File: src/rtl/seg_pkg.sv
// Shared definitions for the 7-segment scan decoder family.
// - SEG_0..SEG_F: active-low segment patterns {dp,g,f,e,d,c,b,a} with dp off
// - SEG_DP: bit index of the decimal point in a segment byte
// - sel_state_e: digit-select tracking states
package seg_pkg;

  localparam logic [7:0] SEG_0 = 8'hC0;
  localparam logic [7:0] SEG_1 = 8'hF9;
  localparam logic [7:0] SEG_2 = 8'hA4;
  localparam logic [7:0] SEG_3 = 8'hB0;
  localparam logic [7:0] SEG_4 = 8'h99;
  localparam logic [7:0] SEG_5 = 8'h92;
  localparam logic [7:0] SEG_6 = 8'h82;
  localparam logic [7:0] SEG_7 = 8'hF8;
  localparam logic [7:0] SEG_8 = 8'h80;
  localparam logic [7:0] SEG_9 = 8'h90;
  localparam logic [7:0] SEG_A = 8'h88;
  localparam logic [7:0] SEG_B = 8'h83;
  localparam logic [7:0] SEG_C = 8'hC6;
  localparam logic [7:0] SEG_D = 8'hA1;
  localparam logic [7:0] SEG_E = 8'h86;
  localparam logic [7:0] SEG_F = 8'h8E;

  localparam int unsigned SEG_DP = 7;

  typedef enum logic [1:0] {
    StWaitSel,
    StSettling,
    StCaptured
  } sel_state_e;

endpackage

File: src/rtl/seg_decode_lut.sv
// Combinational inverse of the hex-to-7-segment encoder.
// Ports:
//   pat    in  7  active-low segment lines g..a
//   ok     out 1  pattern is one of the 16 hex glyphs
//   nibble out 4  decoded hex value (0 when ok is low)
module seg_decode_lut
  import seg_pkg::*;
(
  input  logic [6:0] pat,
  output logic       ok,
  output logic [3:0] nibble
);

  always_comb begin
    ok     = 1'b1;
    nibble = 4'h0;
    // Patterns are stored with dp off, so look up with bit 7 forced high.
    case ({1'b1, pat})
      SEG_0:   nibble = 4'h0;
      SEG_1:   nibble = 4'h1;
      SEG_2:   nibble = 4'h2;
      SEG_3:   nibble = 4'h3;
      SEG_4:   nibble = 4'h4;
      SEG_5:   nibble = 4'h5;
      SEG_6:   nibble = 4'h6;
      SEG_7:   nibble = 4'h7;
      SEG_8:   nibble = 4'h8;
      SEG_9:   nibble = 4'h9;
      SEG_A:   nibble = 4'hA;
      SEG_B:   nibble = 4'hB;
      SEG_C:   nibble = 4'hC;
      SEG_D:   nibble = 4'hD;
      SEG_E:   nibble = 4'hE;
      SEG_F:   nibble = 4'hF;
      default: ok = 1'b0;
    endcase
  end

endmodule

File: src/rtl/seg_scan_decoder.sv
// Snoops a multiplexed active-low 7-segment bus and recovers the displayed hex value.
// A value is published once STABLE_FRAMES identical, fully decodable frames are seen.
// Ports:
//   clk          in  1         clock
//   rst          in  1         asynchronous active-high reset
//   seg          in  8         segment lines, active-low, bit 7 = dp
//   an           in  DIGITS    digit selects, active-low
//   value        out 4*DIGITS  published value, digit i at [4i+3:4i]
//   dp           out DIGITS    published decimal points, 1 = lit
//   value_valid  out 1         one-cycle pulse when value/dp update
//   bad_pattern  out 1         one-cycle pulse on capture of an undecodable pattern
module seg_scan_decoder
  import seg_pkg::*;
#(
  parameter int unsigned DIGITS        = 4,
  parameter int unsigned SETTLE        = 16,
  parameter int unsigned STABLE_FRAMES = 2
) (
  input  logic                  clk,
  input  logic                  rst,
  input  logic [7:0]            seg,
  input  logic [DIGITS-1:0]     an,
  output logic [4*DIGITS-1:0]   value,
  output logic [DIGITS-1:0]     dp,
  output logic                  value_valid,
  output logic                  bad_pattern
);

  localparam int unsigned CW = $clog2(SETTLE + 1);
  localparam int unsigned SW = $clog2(STABLE_FRAMES + 1);

  logic [7:0]          seg_s1, seg_s;
  logic [DIGITS-1:0]   an_s1, an_s, an_prev;

  sel_state_e          state_q;
  logic [CW-1:0]       cnt_q;

  logic [DIGITS-1:0]   sel;
  logic                an_onehot;
  logic                an_changed;
  logic                settling_now;
  logic [CW-1:0]       run;
  logic                capture;

  logic                pat_ok;
  logic [3:0]          pat_nib;

  logic [4*DIGITS-1:0] buf_val_q, cand_val_q;
  logic [DIGITS-1:0]   buf_dp_q, cand_dp_q;
  logic [DIGITS-1:0]   seen_q;
  logic                bad_q;
  logic [SW-1:0]       stab_q;
  logic                frame_done;

  // Two-flop synchronizers; idle state is all ones (nothing driven).
  always_ff @(posedge clk or posedge rst) begin
    if (rst) begin
      seg_s1  <= '1;
      seg_s   <= '1;
      an_s1   <= '1;
      an_s    <= '1;
      an_prev <= '1;
    end else begin
      seg_s1  <= seg;
      seg_s   <= seg_s1;
      an_s1   <= an;
      an_s    <= an_s1;
      an_prev <= an_s;
    end
  end

  always_comb begin
    sel        = ~an_s;
    an_onehot  = (sel != '0) && ((sel & (sel - DIGITS'(1))) == '0);
    an_changed = (an_s != an_prev);
    // run = number of consecutive cycles (including this one) the current select has been
    // stable and one-hot; a change restarts it at 1.
    run = '0;
    if (an_changed) begin
      if (an_onehot) run = CW'(1);
    end else if (state_q == StSettling) begin
      run = cnt_q + CW'(1);
    end
    settling_now = an_changed ? an_onehot : (state_q == StSettling);
    capture      = settling_now && (run == CW'(SETTLE));
    frame_done   = &seen_q;
  end

  always_ff @(posedge clk or posedge rst) begin
    if (rst) begin
      state_q <= StWaitSel;
      cnt_q   <= '0;
    end else if (capture) begin
      state_q <= StCaptured;
      cnt_q   <= '0;
    end else if (settling_now) begin
      state_q <= StSettling;
      cnt_q   <= run;
    end else if (an_changed) begin
      state_q <= StWaitSel;
      cnt_q   <= '0;
    end
  end

  seg_decode_lut u_lut (
    .pat    (seg_s[6:0]),
    .ok     (pat_ok),
    .nibble (pat_nib)
  );

  // Frame buffer, candidate qualification and published outputs. The capture branch comes
  // last so a capture coinciding with frame completion lands in the freshly cleared frame.
  always_ff @(posedge clk or posedge rst) begin
    if (rst) begin
      buf_val_q   <= '0;
      buf_dp_q    <= '0;
      cand_val_q  <= '0;
      cand_dp_q   <= '0;
      seen_q      <= '0;
      bad_q       <= 1'b0;
      stab_q      <= '0;
      value       <= '0;
      dp          <= '0;
      value_valid <= 1'b0;
      bad_pattern <= 1'b0;
    end else begin
      value_valid <= 1'b0;
      bad_pattern <= 1'b0;

      if (frame_done) begin
        seen_q <= '0;
        bad_q  <= 1'b0;
        if (bad_q) begin
          stab_q <= '0;
        end else if ({buf_val_q, buf_dp_q} != {cand_val_q, cand_dp_q}) begin
          cand_val_q <= buf_val_q;
          cand_dp_q  <= buf_dp_q;
          stab_q     <= SW'(1);
          if (STABLE_FRAMES == 1) begin
            value       <= buf_val_q;
            dp          <= buf_dp_q;
            value_valid <= 1'b1;
          end
        end else if (stab_q < SW'(STABLE_FRAMES)) begin
          stab_q <= stab_q + SW'(1);
          if (stab_q + SW'(1) == SW'(STABLE_FRAMES)) begin
            value       <= cand_val_q;
            dp          <= cand_dp_q;
            value_valid <= 1'b1;
          end
        end
      end

      if (capture) begin
        for (int i = 0; i < DIGITS; i++) begin
          if (sel[i]) begin
            buf_val_q[4*i +: 4] <= pat_nib;
            buf_dp_q[i]         <= ~seg_s[SEG_DP];
            seen_q[i]           <= 1'b1;
          end
        end
        if (!pat_ok) begin
          bad_q       <= 1'b1;
          bad_pattern <= 1'b1;
        end
      end
    end
  end

endmodule

File: config.mk
export PLATFORM = sky130hd
export DESIGN_NAME = seg_scan_decoder
export DESIGN_NICKNAME = d
export VERILOG_FILES = /design/src/rtl/seg_pkg.sv /design/src/rtl/seg_decode_lut.sv /design/src/rtl/seg_scan_decoder.sv
export SDC_FILE = /design/constraint.sdc
export NUM_CORES = 1
export LEC_CHECK = 0
export CELL_PAD_IN_SITES_DETAIL_PLACEMENT = 2
export CELL_PAD_IN_SITES_GLOBAL_PLACEMENT = 2
export CORE_MARGIN = 5
export CORE_UTILIZATION = 35
export DETAILED_ROUTE_END_ITERATION = 6
export MAX_ROUTING_LAYER = met4
export PLACE_DENSITY = 0.81
export SYNTH_ARGS = -nofsm -noshare
export SYNTH_HDL_FRONTEND = slang
export SYNTH_SLANG_ARGS = --single-unit
File: constraint.sdc
create_clock -name clk -period 8.4 [get_ports clk]
set_input_delay 1.26 -clock clk [delete_from_list [all_inputs] [get_ports clk]]
set_output_delay 1.26 -clock clk [all_outputs]
set_load 0.1 [all_outputs]
## After elaboration in Yosys (flattened, before gate mapping)

Index checks and enable logic that the tools add are counted.

- Register bits: 104
- Output and inout port bits: 22
- Word-level logic and storage cells: 100

- $add $sub $neg: 3
- Magnitude comparators: 1
- Eq/ne operators: 20
- Muxes and demuxes: 31
- Bitwise gates (word level): 5
- Reductions and logical operators: 16

Operators with widths:

| operator | count |
|---|---|
| 4-bit one-hot mux with 15 select lines | 1 |
| 7-bit == test, second input constant | 4 |
| 5-bit 2-to-1 mux | 5 |
| 7-bit by 5-bit == test with 1-bit output, second input constant | 3 |
| 7-bit by 6-bit == test with 1-bit output, second input constant | 3 |
| 20-bit != test | 1 |
| 1-bit 2-to-1 mux | 17 |
| 16-bit OR reduction | 1 |
| 7-bit by 2-bit == test with 1-bit output, second input constant | 2 |
| 7-bit by 4-bit == test with 1-bit output, second input constant | 2 |
| 2-bit 2-to-1 mux | 6 |
| 4-bit 2-to-1 mux | 2 |
| 2-bit AND reduction | 4 |
| 8-bit AND reduction | 1 |
| 7-bit by 3-bit == test with 1-bit output, second input constant | 1 |
| 7-bit logical NOT | 1 |
| 6-bit AND reduction | 1 |
| 3-bit nonzero test | 2 |
| 5-bit by 1-bit adder with 5-bit output, second input constant | 1 |
| 5-bit == test, second input constant | 1 |
| 5-bit AND reduction | 1 |
| 4-bit AND | 1 |
| 4-bit logical NOT | 1 |
| 4-bit != test | 1 |
| other kinds (10) | 13 |

## Depth between registers and ports, before layout

- Depth after elaboration: 10
- Mapped depth: 6
- Gate-level depth less buffers: 6

## Modules after synthesis

A second synthesis with hierarchy kept.

- Cells, all modules: 323
- Area, all modules: 4435.5 µm²

Modules (own cells, without submodules):

| module | instances | cells an instance | area each (µm²) |
|---|---|---|---|
| seg_scan_decoder | 1 | 267 | 4071.4 |
| seg_decode_lut | 1 | 56 | 364.1 |

## Worst setup path after synthesis

No wires, ideal clock.

- Kind: flip-flop to output port
- Start: register dp[2]
- End: output dp[2]
- Arrival time: 0.895 ns
- Required time: 7.140 ns
- Slack: 6.245 ns
- Stages on the path, launching flop included: 1
- Buffers on the path: 0
- Cells stage by stage: dfrtp_1

RTL lines:

| element | line | text |
|---|---|---|
| from (decl) | seg_scan_decoder.sv:24 | `output logic [DIGITS-1:0] dp,` |
| from (signal assigned) | seg_scan_decoder.sv:141 | `dp <= buf_dp_q;` |
| from (signal assigned) | seg_scan_decoder.sv:148 | `dp <= cand_dp_q;` |

No word-level cell between the ends.

## Worst setup path in the final report

- Start: register dp[1]
- End: output dp[1]

No word-level cell between the ends.

==> out/metrics.yaml <==
cts:
  holdBufCountCts: 0
  clkTransAtPathRegs_ps: 70
  cts_root_buffer: "clkbuf_16"
  cts_setup_buffers: 0
  clock_latency_ps: 350
  cts_tree: "built"
  cts_buffer_depth: 2
  cts_sinks: 104
  htree_levels: 3
  cts.repair.resized: 0
  cts_made_buffers: 9
cells_and_area:
  seq_area_mm2: 0.00264
  final_cell_mix: "dfrtp_1, mux2_2, clkdlybuf4s50_1"
  fill_cells: 1282
  final_common_cell: "dfrtp_1"
  diodes: 0
  multi_input_area_mm2: 0.00170
  area_delta_synth_final_pct: 18.0
  final_nets: 375
  drive_gt1_frac: 0.302
worst_hold_path:
  hp-class: "reg2reg"
timing:
  setup_viol: 0
  drv_slew: 0
  worst-slew-pin-transition_ps: 1050
  tns_ps: 0
  fin_crit_sh: 0.373
  slew_headroom: 0.298
  timing.fmax_ghz: 0.319
  fin_crit_ps: 3130
  fin_ws_ps: 5270
  hold_slack_ps: 356
  hold_violations: 0
  finClkSkew_ps: 6.67
  rsz0062_at_grt: "no"
critical_path:
  startpoint_type: "register"
  cp_slowest_cell: "clkdlybuf4s50_1"
  path_cells: "clkdlybuf4s50_1"
  cp.required_ps: 7140
  r2r_setup_slack_ps: 5620
  cp-end-kind: "output pin"
  worstSetupPathType: "reg2out"
  cp_slowest_stage_delay_ps: 1150
  crit_family: "buffers and inverters"
  cp.buffers_inverters: 1
  crit_fanout: 2
  critical_path_arrival_ps: 1870
synthesis:
  synth_cell_types: 51
  ys.flop_type: "dfrtp_1"
  avgSynthCellArea_um2: 13.8
  yosysWarnings: 0
  async_reset_ff_frac: 1.00
  seq_area_frac_synth: 0.595
  syn_area_mm2: 0.00443
  synthesis.nets: 338
  synth-edff-count: 0
  syn_inst: 322
  ys_ff_latch: 104
routing:
  drtIter0Drc: 120
  postRouteWirelength_um: 9170
  vias: 2632
  drc_errors: 0
  wl_per_cell_um: 17.1
  detail-route-antenna-nets: 0
  dr.pass1.iters: 4
  drt-vias-per-instance: 4.91
floorplanning:
  initial_utilization: 0.354
  core_mm2: 0.0125
  fp.dieH_um: 123
  num_rows: 41
  die_w_um: 123
  fp.dieArea_mm2: 0.0150
  io_pins: 36
grt:
  antenna_found_initial: 0
  track_usage: 0.138
  grt_remaining_overflow: 0
  grt_pass1_wl_um: 15500
  grt_pass1_vias: 2994
  grt_max_degree: 85
job:
  cap_violations: 0
placement:
  pre_cts_ws_ps: 5410
  place_hpwl_um: 6370
  portBuffers: 35
  place_congestion: 0.748
power:
  power.density_mw_per_mm2: 182
  vdd_ir_drop_max_v: 0.000118
  p_leak_nw: 2.55
outcome:
  status: "finished, final reports clean"
## state kept, by name, summed over array words and instances (netlist names), 2 cells and up
signal / cells
cand_val_q: 16
an_prev: 4
cand_dp_q: 4
seen_q: 4
value: 16
stab_q: 2
an_s: 4
dp: 4
state_q: 2
an_s1: 4
cnt_q: 5
buf_dp_q: 4
seg_s1: 8
buf_val_q: 16
seg_s: 8
## synthesized netlist by cell type (6+ instances only)
cell      number  area, um^2
nand3_1        6        30.0
mux2_2        53         597
dfrtp_1       76        1900
o21ai_0        8        40.0
nor2_1         9        33.8
dfstp_2       28         736
a21o_1         6        45.0
nor4_1         6        37.5
xor2_1        27         236
inv_1         10        37.5
clkbuf_1       7        26.3
nand2_1        9        33.8
## kinds of logic after synthesis
| kind of cell | Yosys count | share of synthesized area |
|---|---|---|
| buffers and inverters | 21 | 0.0217 |
| xor gates and xnor gates | 32 | 0.0633 |
| and+or+nand+nor | 71 | 0.111 |
| muxes | 61 | 0.154 |
| adders and majority gates | 2 | 0.00565 |
| DFF | 104 | 0.595 |
| AOI/OAI and AO/OA | 31 | 0.0491 |
## layout make-up
cell class,instances,area share
clock buffer,9,0.0431
clock inverter,7,0.00886
inverter,10,0.00766
multi-input combinational,197,0.325
sequential,104,0.505
tap,172,0.0412
timing repair buffer,37,0.0699
## layer usage
| metal | vias to the layer above | share of wire | track usage |
|---|---|---|---|
| li1 | 1213 | - | - |
| met1 | 1376 | 0.44 | 0.165 |
| met2 | 37 | 0.51 | 0.228 |
| met3 | 6 | 0.035 | 0.0433 |
| met4 | 0 | 0.012 | 0.0357 |
| met5 | - | 0 | - |
## power by group
part	leakage, nW	internal, mW	switching, mW	total [mW]
combinational	1.06	0.0148	0.0222	0.0370
clock	0.140	0.201	0.186	0.388
sequential	1.35	0.514	0.0105	0.525
## per-stage QoR
stage,total power [mW],cells,util,instance area [um^2]
finish,0.950,536,0.418,5230
global route,0.994,536,0.418,5230
CTS,0.964,536,0.418,5230
detailed placement,0.573,520,0.396,4950
global placement,0.570,520,0.396,4950
floorplan,0.555,322,-,4430
## path summary, 6_finish.rpt
| path | start | to | cells past startpoint |
|---|---|---|---|
| hold / removal | seg_s1[5] | seg_s[5] | 0 |
| setup / recovery | dp[1] | dp[1] | 1 |
| max in group asynchronous | rst | state_q[0] | 3 |
| setup reg to reg | cand_val_q[5] | cand_val_q[12] | 6 |
| hold reg to reg | seg_s1[5] | seg_s[5] | 0 |
| min in group asynchronous | rst | value[5] | 2 |
(Power assumes the default switching activity.)
